**src/rtl/clk_gate_ctrl_pkg.sv**
```systemverilog
// Shared types and sizing helpers for the per-domain clock-gating controller.
package clk_gate_ctrl_pkg;

    typedef enum logic [1:0] {
        CG_OFF  = 2'd0,
        CG_WAKE = 2'd1,
        CG_ON   = 2'd2,
        CG_IDLE = 2'd3
    } cg_state_e;

    // One counter serves both the wake and idle phases, so size it for the larger.
    function automatic int cg_cnt_width(input int wake, input int idle);
        int m;
        int w;
        m = (wake > idle) ? wake : idle;
        w = $clog2(m + 1);
        return (w < 1) ? 1 : w;
    endfunction

endpackage

```
**src/rtl/clk_gate_ctrl_fsm.sv**
```systemverilog
// Single-domain wake/idle sequencer with registered gate enable and acknowledge.
//
// state   | meaning
// --------+--------------------------------------------------------
// CG_OFF  | clock gated, waiting for req or force_on
// CG_WAKE | gate enabled, counting settling cycles before ack
// CG_ON   | clock running and acknowledged
// CG_IDLE | no keep, clock still running, counting hysteresis
module clk_gate_ctrl_fsm
    import clk_gate_ctrl_pkg::*;
#(
    parameter int WAKE_CYCLES = 2,
    parameter int IDLE_CYCLES = 16,
    parameter int CNT_W       = 5
) (
    input  logic clk,
    input  logic rst,
    input  logic req,
    input  logic busy,
    input  logic force_on,
    output logic en,
    output logic ack,
    output logic off
);

    localparam logic [CNT_W-1:0] WAKE_LOAD = CNT_W'((WAKE_CYCLES > 0) ? WAKE_CYCLES - 1 : 0);
    localparam logic [CNT_W-1:0] IDLE_LOAD = CNT_W'((IDLE_CYCLES > 0) ? IDLE_CYCLES - 1 : 0);

    cg_state_e        state;
    logic [CNT_W-1:0] cnt;
    logic             keep;
    logic             wake;

    assign keep = req | busy | force_on;
    assign wake = req | force_on;
    assign off  = (state == CG_OFF);

    always_ff @(posedge clk or posedge rst) begin
        if (rst) begin
            state <= CG_OFF;
            cnt   <= '0;
            en    <= 1'b0;
            ack   <= 1'b0;
        end else begin
            case (state)
                CG_OFF: begin
                    if (wake) begin
                        en <= 1'b1;
                        if (WAKE_CYCLES > 0) begin
                            state <= CG_WAKE;
                            cnt   <= WAKE_LOAD;
                        end else begin
                            state <= CG_ON;
                            ack   <= 1'b1;
                        end
                    end
                end
                // A dropped request does not abort the wake; the domain settles first.
                CG_WAKE: begin
                    if (cnt == '0) begin
                        state <= CG_ON;
                        ack   <= 1'b1;
                    end else begin
                        cnt <= cnt - CNT_W'(1);
                    end
                end
                CG_ON: begin
                    if (!keep) begin
                        if (IDLE_CYCLES > 0) begin
                            state <= CG_IDLE;
                            cnt   <= IDLE_LOAD;
                        end else begin
                            state <= CG_OFF;
                            en    <= 1'b0;
                            ack   <= 1'b0;
                        end
                    end
                end
                CG_IDLE: begin
                    if (keep) begin
                        state <= CG_ON;
                    end else if (cnt == '0) begin
                        state <= CG_OFF;
                        en    <= 1'b0;
                        ack   <= 1'b0;
                    end else begin
                        cnt <= cnt - CNT_W'(1);
                    end
                end
                default: begin
                    state <= CG_OFF;
                    en    <= 1'b0;
                    ack   <= 1'b0;
                end
            endcase
        end
    end

endmodule

```
**src/rtl/clk_gate_ctrl.sv**
```systemverilog
// Per-domain clock-gating controller: one sequencer per domain, test-mode
// bypass on the enables, and a registered all-domains-gated flag.
module clk_gate_ctrl
    import clk_gate_ctrl_pkg::*;
#(
    parameter int NUM_DOMAINS = 4,
    parameter int WAKE_CYCLES = 2,
    parameter int IDLE_CYCLES = 16
) (
    input  logic                   clk_i,
    input  logic                   rst_i,
    input  logic                   test_en_i,
    input  logic [NUM_DOMAINS-1:0] req_i,
    input  logic [NUM_DOMAINS-1:0] busy_i,
    input  logic [NUM_DOMAINS-1:0] force_on_i,
    output logic [NUM_DOMAINS-1:0] clk_en_o,
    output logic [NUM_DOMAINS-1:0] ack_o,
    output logic                   all_gated_o
);

    localparam int CNT_W = cg_cnt_width(WAKE_CYCLES, IDLE_CYCLES);

    logic [NUM_DOMAINS-1:0] en_q;
    logic [NUM_DOMAINS-1:0] off;

    for (genvar i = 0; i < NUM_DOMAINS; i++) begin : g_dom
        clk_gate_ctrl_fsm #(
            .WAKE_CYCLES (WAKE_CYCLES),
            .IDLE_CYCLES (IDLE_CYCLES),
            .CNT_W       (CNT_W)
        ) u_fsm (
            .clk      (clk_i),
            .rst      (rst_i),
            .req      (req_i[i]),
            .busy     (busy_i[i]),
            .force_on (force_on_i[i]),
            .en       (en_q[i]),
            .ack      (ack_o[i]),
            .off      (off[i])
        );
    end

    // Test mode bypasses the sequencers without disturbing their state.
    assign clk_en_o = en_q | {NUM_DOMAINS{test_en_i}};

    always_ff @(posedge clk_i or posedge rst_i) begin
        if (rst_i) begin
            all_gated_o <= 1'b1;
        end else begin
            all_gated_o <= &off;
        end
    end

endmodule
```
**config.mk**
```make
export PLATFORM = sky130hd
export DESIGN_NAME = clk_gate_ctrl
export DESIGN_NICKNAME = d
export VERILOG_FILES = /design/src/rtl/clk_gate_ctrl_pkg.sv /design/src/rtl/clk_gate_ctrl_fsm.sv /design/src/rtl/clk_gate_ctrl.sv
export SDC_FILE = /design/constraint.sdc
export NUM_CORES = 1
export LEC_CHECK = 0
export BUFFER_PORTS_ARGS = -buffer_cell sky130_fd_sc_hd__buf_2
export CORE_MARGIN = 1.5
export CORE_UTILIZATION = 30
export DETAILED_ROUTE_END_ITERATION = 12
export SLEW_MARGIN = 20
export SYNTH_ARGS = -nofsm -noshare
export SYNTH_HDL_FRONTEND = slang
export SYNTH_SLANG_ARGS = --single-unit
```
**constraint.sdc**
```tcl
create_clock -name clk_i -period 2.22 [get_ports clk_i]
set_clock_uncertainty 0.2 [all_clocks]
set_input_delay 0.111 -clock clk_i [delete_from_list [all_inputs] [get_ports clk_i]]
set_output_delay 0.111 -clock clk_i [all_outputs]
set_load 0.01 [all_outputs]
```
==> flow_summary.yaml, run 1 <==
hold_path:
  hold_path_depth: 4
  hold_path_end: "g_dom[1].u_fsm.ack$_DFFE_PP0P_"
  hp-start: "force_on_i[1]"
  hold_path_class: "input port to flop"
routing:
  totalWireLength_um: 4500
  via_count: 1844
  wl_per_cell_um: 12.1
  firstDrtPassIters: 4
  drc: 0
  via_per_inst: 4.97
  final_antenna_net_count: 0
  initialDrtViolationCount: 76
worst_setup_path:
  critical-path-top-delay-family: "simple AND/OR/NAND/NOR gates"
  r2r_slack_ns: 0.10
  critPathMaxFanout: 7
  r2r_cells: 5
  critPathKind: "flop to flop"
  worstPathArrival_ns: 2.09
  r2r_start: "g_dom[1].u_fsm.cnt[0]$_DFFE_PP0P_"
  critical-path-slowest-cell: "or4b_1"
  crit_chain: "inv_1, ha_1, or4b_1, nor2_4, mux2_2"
  crit_path_end_kind: "flop"
  timing.rr.end: "g_dom[1].u_fsm.state[1]$_DFFE_PP0P_"
  cp.depth: 5
  worstPathRequired_ns: 2.19
  cpPeakStageDelay_ns: 0.61
  start_kind: "flop"
  cp_num_buf_inv: 1
cells_and_area:
  multi_input_area_mm2: 0.00109
  area_growth_pct: 19.2
  regArea_um2: 927
  drive_above_1_share_pct: 20.7
  diodes: 0
  final_nets: 296
  layout_commonest_cell: "dfrtp_1"
  layout.cells.non_filler: 371
  post-route-util_pct: 37.5
  final_cell_mix: "dfrtp_1 (36), nor2_1 (27), buf_2 (23)"
  fillCellCount: 714
synth:
  syn_nets: 264
  synth-seq-cells: 37
  avgSynthCellArea_um2: 8.98
  syn_inst: 242
  synth_edf_count: 0
  yosysWarningCount: 0
  ys.flop_type: "dfrtp_1"
  ys_async_sr_fraction_pct: 100
  ys_types: 51
  synth_area_mm2: 0.00217
  yosysSeqAreaShare_pct: 42.7
timing:
  slew_headroom_pct: 66.4
  hold_viol_final: 0
  min_period_over_period_pct: 95.5
  finalSetupViolations: 0
  finalSetupTns_ns: 0
  slew_violations: 0
  period_needed_ns: 2.12
  fmax_ghz: 0.472
  hold_slack_ns: 0.0294
  rsz0062_at_grt: "false"
  tightest_slew_ns: 0.500
power_and_ir_drop:
  p_total_mw: 2.58
  p_leak_nw: 1.14
  ir_worst_vdd_uv: 560
  power_density_mw_per_mm2: 996
global_routing:
  grt_pass1_vias: 1616
  grt_start_max_net_pins: 38
  antenna_found_initial: 0
  overflow: 0
  grt_util_all_layers_pct: 12.4
  grt_pass1_wl_um: 7580
placement:
  port_buffers: 23
  dp_cells: 356
  dp_hpwl_um: 3270
  gp_congestion: 0.798
floorplanning:
  pin_count: 24
  core-area_mm2: 0.00691
  fp.dieH_um: 88.1
  dieArea_mm2: 0.00776
  die_width_um: 88.1
  row_count: 30
  start_util_pct: 31.4
clock_network:
  clock_latency_ns: 0.29
  clockRootBuffer: "clkbuf_8"
  htreeDepth: 2
  clock_path_buffers: 2
  cts.reportedPaths.clkPinSlew_ns: 0.08
  cts_buffers: 5
  numClockSinks: 37
  cts_tree: "yes"
outcome:
  outcome: "completed"
job:
  maxCapViolations: 0
report_power, final:
group	leakage (nW)	internal [mW]	total, mW	switching [mW]
Combinational	0.664	0.430	0.891	0.461
Sequential	0.422	0.862	1.10	0.233
Clock	0.0543	0.336	0.592	0.256
Total	1.14	1.63	2.58	0.949
worst register-to-register path: cells and delay by family (launching register included):
family | cells | cell delay [ns]
and+or+nand+nor | 2 | 0.79
DFF | 1 | 0.41
muxes | 1 | 0.34
adders and majority gates | 1 | 0.17
buffers and inverters | 1 | 0.10
sequential cells by signal, summed over array words and instances, names as in the netlist:
signal and count:
all_gated_o 1, g_dom.u_fsm.ack 4, g_dom.u_fsm.cnt 20, g_dom.u_fsm.en 4, g_dom.u_fsm.state 8
cells by family (layout without fill, tap and decap cells):
| family | after synthesis | in the layout | share of synthesized area, % |
|---|---|---|---|
| multiplexers | 1 | 1 | 0.518 |
| buffers and inverters | 35 | 68 | 6.91 |
| adder cells (fa/ha/maj) | 7 | 7 | 4.03 |
| flip-flops | 37 | 37 | 42.7 |
| AO/OA/AOI/OAI | 73 | 73 | 23.9 |
| AND/OR/NAND/NOR | 89 | 89 | 21.9 |
through the flow:
stage	area, um2	setup slack, ns
CTS	2590	0.0970
floorplan	2170	0.269
global placement	2400	0.172
global route	2590	0.0241
detailed placement	2400	0.113
finish	2590	0.101
final cells by class:
| type | instances | share of cell area (%) |
|---|---|---|
| multi-input combinational | 170 | 42.3 |
| sequential | 37 | 35.8 |
| timing repair buffer | 39 | 9.76 |
| tap | 96 | 4.64 |
| inverter | 21 | 3.04 |
| clock buffer | 5 | 2.66 |
| clock inverter | 3 | 1.79 |
per-layer routing:
metal  vias up  global-route usage (%)  wire length [um]
li1        937                       -                 -
met1       853                    17.6              2300
met2        46                    18.4              1940
met3         8                    3.20               192
met4         0                    4.26                67
met5         -                       0                 0
worst max-delay path by stage:
| stage | from | endpoint | slack (ns) |
|---|---|---|---|
| CTS | g_dom[1].u_fsm.cnt[0]$_DFFE_PP0P_ | g_dom[1].u_fsm.state[1]$_DFFE_PP0P_ | 0.1 |
| finish | g_dom[1].u_fsm.cnt[0]$_DFFE_PP0P_ | g_dom[1].u_fsm.state[1]$_DFFE_PP0P_ | 0.10 |
| global route | g_dom[2].u_fsm.cnt[1]$_DFFE_PP0P_ | g_dom[2].u_fsm.ack$_DFFE_PP0P_ | 0.02 |
| global placement | g_dom[1].u_fsm.cnt[0]$_DFFE_PP0P_ | g_dom[1].u_fsm.state[1]$_DFFE_PP0P_ | 0.17 |
| detailed placement | g_dom[1].u_fsm.cnt[0]$_DFFE_PP0P_ | g_dom[1].u_fsm.state[1]$_DFFE_PP0P_ | 0.11 |
| floorplan | g_dom[1].u_fsm.cnt[0]$_DFFE_PP0P_ | g_dom[1].u_fsm.state[1]$_DFFE_PP0P_ | 0.27 |
cells in the mapped netlist (all sizes together) (4+ instances only):
library cell / n / share of area (%)
a21oi: 11 / 2.5
a22oi: 4 / 1.4
buf: 7 / 2.1
clkbuf: 7 / 1.2
dfrtp: 36 / 41
ha: 7 / 4.0
inv: 21 / 3.6
nand2: 18 / 3.1
nand3: 8 / 1.8
nor2: 28 / 5.2
nor2b: 5 / 1.4
nor3: 6 / 1.4
o21ai: 21 / 4.8
o31a: 4 / 1.6
or2: 4 / 1.2
timing repair:
item                      4_1_cts  5_1_grt
hold endpoints to repair       41        0
setup buffers                   0        0
gates resized for setup         0        0
hold buffers                    7        0
Note: power is estimated with default switching activity, not from simulation.
==> run 2: changes to the inputs <==
- REMOVE_ABC_BUFFERS: not set -> 1
==> flow_summary.yaml, run 2 (synthesis gave the netlist of run 1 again) <==
cells_and_area:
  final_cell_mix: "dfrtp_1 (36), nor2_1 (27), buf_2 (23)"
  regMostFlops: "g_dom.u_fsm.cnt"
  final_nets: 297
  fillCellCount: 728
  post-route-util_pct: 37.5
  largest_reg_flops: 20
  area_growth_pct: 19.2
  diodes: 0
  drive_above_1_share_pct: 21.1
  layout_commonest_cell: "dfrtp_1"
  reg_top3: "g_dom.u_fsm.cnt (20), g_dom.u_fsm.state (8)"
worst_setup_path:
  r2r_slack_ns: 0.12
  r2r_start: "g_dom[1].u_fsm.cnt[0]$_DFFE_PP0P_"
  crit_end: "g_dom[1].u_fsm.state[1]$_DFFE_PP0P_"
  worstPathArrival_ns: 2.08
  r2r_cells: 5
  critPathKind: "flop to flop"
  critical-path-slowest-cell: "or4b_1"
  cp.depth: 5
  crit_path_end_kind: "flop"
  timing.rr.end: "g_dom[1].u_fsm.state[1]$_DFFE_PP0P_"
  crit_chain: "inv_1, ha_1, or4b_1, nor2_4, mux2_2"
  cp-startpoint: "g_dom[1].u_fsm.cnt[0]$_DFFE_PP0P_"
  cp_num_buf_inv: 1
  critical-path-top-delay-family: "simple AND/OR/NAND/NOR gates"
  cpPeakStageDelay_ns: 0.60
  worstPathRequired_ns: 2.20
  critPathMaxFanout: 7
  start_kind: "flop"
outcome:
  outcome: "completed"
placement:
  dp_hpwl_um: 3360
  port_buffers: 23
  gp_congestion: 0.762
routing:
  wl_per_cell_um: 12.7
  drc: 0
  final_antenna_net_count: 0
  totalWireLength_um: 4710
  via_count: 1889
  firstDrtPassIters: 4
  initialDrtViolationCount: 92
  via_per_inst: 5.09
floorplanning:
  row_count: 30
  fp.dieH_um: 88.1
  die_width_um: 88.1
  core-area_mm2: 0.00691
  pin_count: 24
  start_util_pct: 31.4
  dieArea_mm2: 0.00776
timing:
  finalSetupViolations: 0
  finalSetupTns_ns: 0
  min_period_over_period_pct: 94.6
  tightest_slew_ns: 0.560
  slew_violations: 0
  slew_headroom_pct: 62.4
  fmax_ghz: 0.476
  period_needed_ns: 2.10
  hold_viol_final: 0
  rsz0062_at_grt: "false"
clock_network:
  clock_latency_ns: 0.29
  cts_buffers: 5
  numClockSinks: 37
  clock_path_buffers: 2
  clockRootBuffer: "clkbuf_8"
  cts.reportedPaths.clkPinSlew_ns: 0.07
  post-cts-setup-buffers: 0
  cts_tree: "yes"
  htreeDepth: 2
power_and_ir_drop:
  p_leak_nw: 1.15
  p_total_mw: 2.56
  power_density_mw_per_mm2: 989
  ir_worst_vdd_uv: 605
job:
  maxCapViolations: 0
global_routing:
  grt_pass1_wl_um: 7980
  antenna_found_initial: 0
  grt_util_all_layers_pct: 13.2
  overflow: 0
  grt_pass1_vias: 1679
  grt_start_max_net_pins: 38
hold_path:
  hold_path_class: "input port to flop"
## run 2: cell count changes in the layout (fill, tap and decap cells not counted)
cell	before	now
buf_4	9	10
or4b_4	0	1
clkinv_2	0	1
clkinv_4	1	0
clkinvlp_4	1	0
or4b_1	2	1
## run 2: report_power, final
group / internal, mW / leakage, nW / switching [mW]
sequential: 0.862 / 0.422 / 0.229
clock: 0.327 / 0.0540 / 0.250
combinational: 0.435 / 0.671 / 0.459
## run 2: cell type report
class                           count  area (um2)  area share (%)
Multi-Input combinational cell    170        1100            42.4
Sequential cell                    37         927            35.8
Timing Repair Buffer               40         260            10.1
Tap cell                           96         120            4.64
Inverter                           21        78.8            3.04
Clock buffer                        5        68.8            2.66
Clock inverter                      2        35.0            1.35
## run 2: metal layers
metal	GRT usage, %	vias to the layer above	share of wire [%]
met3	2.64	2	6.2
li1	-	935	-
met4	4.69	0	0.45
met2	19.3	55	45
met5	0	-	0
met1	19.2	897	48
## run 2: worst min-delay path by stage
stage | startpoint | endpoint | slack, ns | cells after the start
2_1_floorplan | rst_i | g_dom[0].u_fsm.ack$_DFFE_PP0P_ | 0.09 | 1
3_3_place_gp | rst_i | g_dom[0].u_fsm.cnt[0]$_DFFE_PP0P_ | 0.05 | 3
3_5_place_dp | rst_i | g_dom[0].u_fsm.cnt[0]$_DFFE_PP0P_ | 0.06 | 3
4_1_cts | force_on_i[1] | g_dom[1].u_fsm.ack$_DFFE_PP0P_ | 0.008 | 4
5_1_grt | force_on_i[1] | g_dom[1].u_fsm.ack$_DFFE_PP0P_ | 0.04 | 4
6_report | force_on_i[1] | g_dom[1].u_fsm.ack$_DFFE_PP0P_ | 0.01 | 4
## run 2: what timing repair did
| item | 4_1_cts | 5_1_grt |
|---|---|---|
| resized for setup | 0 | 1 |
| hold buffers | 7 | 0 |
| hold endpoints to repair | 41 | 0 |
| endpoints found under the setup margin | 0 | 1 |
## run 2: worst min-delay path, stage by stage
cell      delay (ns)
buf_2           0.10
nor2_1          0.06
nand3b_1        0.08
a22o_1          0.11
## run 2: through the flow
stage	instances	setup WS [ns]	instance area, um2	hold slack [ns]
floorplan	228	0.238	2100	0.0900
global placement	357	0.172	2410	0.0529
detailed placement	357	0.129	2410	0.0570
CTS	371	0.112	2580	0.00772
global route	371	0.0318	2590	0.0441
finish	371	0.119	2590	0.0109
==> run 3: changes to the inputs <==
- ABC_AREA: not set -> 1
==> flow_summary.yaml, run 3 <==
placement:
  port_buffers: 23
  gp_congestion: 0.795
  dp_hpwl_um: 3260
timing:
  rsz0062_at_grt: "false"
  hold_viol_final: 0
  tightest_slew_ns: 0.481
  period_needed_ns: 1.77
  finalSetupTns_ns: 0
  slew_headroom_pct: 67.9
  slew_violations: 0
  fmax_ghz: 0.565
  finalSetupViolations: 0
  min_period_over_period_pct: 79.7
power_and_ir_drop:
  p_total_mw: 3.74
  p_leak_nw: 1.40
  ir_worst_vdd_uv: 340
  power_density_mw_per_mm2: 1360
hold_path:
  hold_path_depth: 5
  hp-start: "req_i[1]"
  hold_path_end: "g_dom[1].u_fsm.ack$_DFFE_PP0P_"
  hold_path_class: "input port to flop"
routing:
  wl_met2_um: 1910
  firstDrtPassIters: 4
  via_count: 1959
  via_per_inst: 4.35
  drc: 0
  wl_met1_um: 2280
  top_layer: "met4"
  wl_per_cell_um: 9.77
  initialDrtViolationCount: 43
  final_antenna_net_count: 0
  wl_met3_um: 159
  totalWireLength_um: 4400
clock_network:
  cts.reportedPaths.clkPinSlew_ns: 0.07
  htreeDepth: 2
  numClockSinks: 37
  cts_tree: "yes"
  clock_path_buffers: 2
  cts_buffers: 5
  cts_resized: 0
  clock_latency_ns: 0.29
  clockRootBuffer: "clkbuf_8"
worst_setup_path:
  r2r_start: "g_dom[3].u_fsm.state[0]$_DFFE_PP0P_"
  r2r_cells: 4
  critPathKind: "flop to flop"
  start_kind: "flop"
  worstPathArrival_ns: 1.79
  timing.rr.end: "g_dom[3].u_fsm.en$_DFFE_PP0P_"
  worstPathRequired_ns: 2.24
  crit_path_end_kind: "flop"
  r2r_slack_ns: 0.45
  critPathMaxFanout: 9
synth:
  synth_edf_count: 0
  synth_area_leaders: "dfrtp_1 (39%), nand2_1 (18%), inv_1 (7.1%), nand3_1 (4.3%), o21ai_0 (4.1%)"
  synth_simple_gate_area_share_pct: 39.2
  synth-compound-area-share_pct: 6.75
  synth-seq-cells: 37
  syn_inst: 316
  synth.mux.area_fraction_pct: 0
  ys.flop_type: "dfrtp_1"
  yosysTopAreaCell: "dfrtp_1"
  synth_common_cells: "nand2_1 (114), inv_1 (44), dfrtp_1 (36)"
  ys_async_sr_fraction_pct: 100
  synth-xor-area-share_pct: 0.375
  synth_top_family_by_area: "simple AND/OR/NAND/NOR gates"
  synth_adder_area_share_pct: 3.75
  synth_top_area_share_pct: 38.6
  avgSynthCellArea_um2: 7.39
  yosysMostFrequentCell: "nand2_1"
  yosysSeqAreaShare_pct: 39.7
  ys_types: 31
  synth_area_mm2: 0.00234
  yosysWarningCount: 0
floorplanning:
  pin_count: 24
  die_width_um: 91.2
  core-area_mm2: 0.00741
  row_count: 31
  fp.dieH_um: 91.2
  start_util_pct: 31.5
  dieArea_mm2: 0.00832
cells_and_area:
  drive_above_1_share_pct: 19.4
  fillCellCount: 786
  largest_reg_flops: 20
  reg_top3: "g_dom.u_fsm.cnt (20), g_dom.u_fsm.state (8)"
  final_nets: 372
  regArea_um2: 927
  regMostFlops: "g_dom.u_fsm.cnt"
  diodes: 0
  area_growth_pct: 17.5
  layout_commonest_cell: "nand2_1"
  final_cell_mix: "nand2_1 (114), inv_1 (44), dfrtp_1 (36)"
  multi_input_area_mm2: 0.00117
global_routing:
  grt_pass1_vias: 1881
  grt_util_all_layers_pct: 12.0
  grt_start_max_net_pins: 38
  overflow: 0
  antenna_found_initial: 0
  grt_pass1_wl_um: 8120
job:
  maxCapViolations: 0
outcome:
  outcome: "completed"
## run 3: changes by cell type in the layout (fill, tap and decap cells not counted), sizes merged, moves of 4 or more
cell | previous run | this run
nand2 | 18 | 122
nor2b | 5 | 0
a22oi | 4 | 0
o31a | 4 | 0
buf | 33 | 24
nand3 | 8 | 27
a21oi | 11 | 1
nor3 | 6 | 2
inv | 21 | 48
## run 3: power by group
group          switching (mW)  leakage, nW  internal (mW)
Sequential              0.368        0.428          0.970
Clock                   0.236       0.0585          0.366
Combinational            1.09        0.910          0.713
Total                    1.69         1.40           2.05
## run 3: stage by stage
step	instances	worst slack [ns]	utilization [%]	hold slack (ns)	cell area [um2]
floorplan	309	0.760	-	0.0490	2280
global placement	432	0.688	34.1	0.0547	2530
detailed placement	432	0.648	34.1	0.0541	2530
CTS	450	0.426	37.1	0.00135	2750
global route	450	0.348	37.1	0.0533	2750
finish	450	0.450	37.1	0.00900	2750
## run 3: how the worst max path moves through the flow
stage	start	endpoint	cells past startpoint
after floorplan	g_dom[0].u_fsm.cnt[0]$_DFFE_PP0P_	g_dom[0].u_fsm.cnt[3]$_DFFE_PP0P_	9
after global placement	g_dom[0].u_fsm.cnt[0]$_DFFE_PP0P_	g_dom[0].u_fsm.cnt[3]$_DFFE_PP0P_	9
after detailed placement	g_dom[0].u_fsm.cnt[0]$_DFFE_PP0P_	g_dom[0].u_fsm.cnt[1]$_DFFE_PP0P_	9
after CTS	g_dom[3].u_fsm.state[0]$_DFFE_PP0P_	g_dom[3].u_fsm.en$_DFFE_PP0P_	4
after global routing	g_dom[2].u_fsm.state[0]$_DFFE_PP0P_	g_dom[2].u_fsm.en$_DFFE_PP0P_	4
final	g_dom[3].u_fsm.state[0]$_DFFE_PP0P_	g_dom[3].u_fsm.en$_DFFE_PP0P_	4
## run 3: final cells by class
cell class                 count  share of cell area (%)
timing repair buffer          34                    8.11
inverter                      48                    6.75
multi-input combinational    224                    42.6
sequential                    37                    33.8
tap                           99                    4.51
clock buffer                   7                    3.14
clock inverter                 1                    1.09
## run 3: timing repair
| item | 4_1_cts | 5_1_grt |
|---|---|---|
| endpoints found under the setup margin | 0 | 0 |
| hold buffers | 10 | 0 |
| endpoints found under the hold margin | 41 | 0 |
| buffers inserted | 0 | 0 |
## run 3: metal layers
metal  track usage [%]  vias up
met2              19.0       30
met5                 0        -
met3              2.60        6
li1                  -     1047
met4              4.43        0
met1              15.8      876
## run 3: kinds of logic (layout without fill, tap and decap cells)
group	count (synthesis)	count (layout)
xor gates and xnor gates	1	1
and+or+nand+nor	187	187
AOI/OAI and AO/OA	29	29
buffers and inverters	55	90
adders and majority gates	7	7
DFF	37	37
## run 3: critical path, stage by stage, from the launching register on
cell and delay [ns]:
dfrtp_1 0.49, nor2_2 0.26, o21ai_0 0.12, dlygate4sd3_1 0.58, nand2_1 0.07
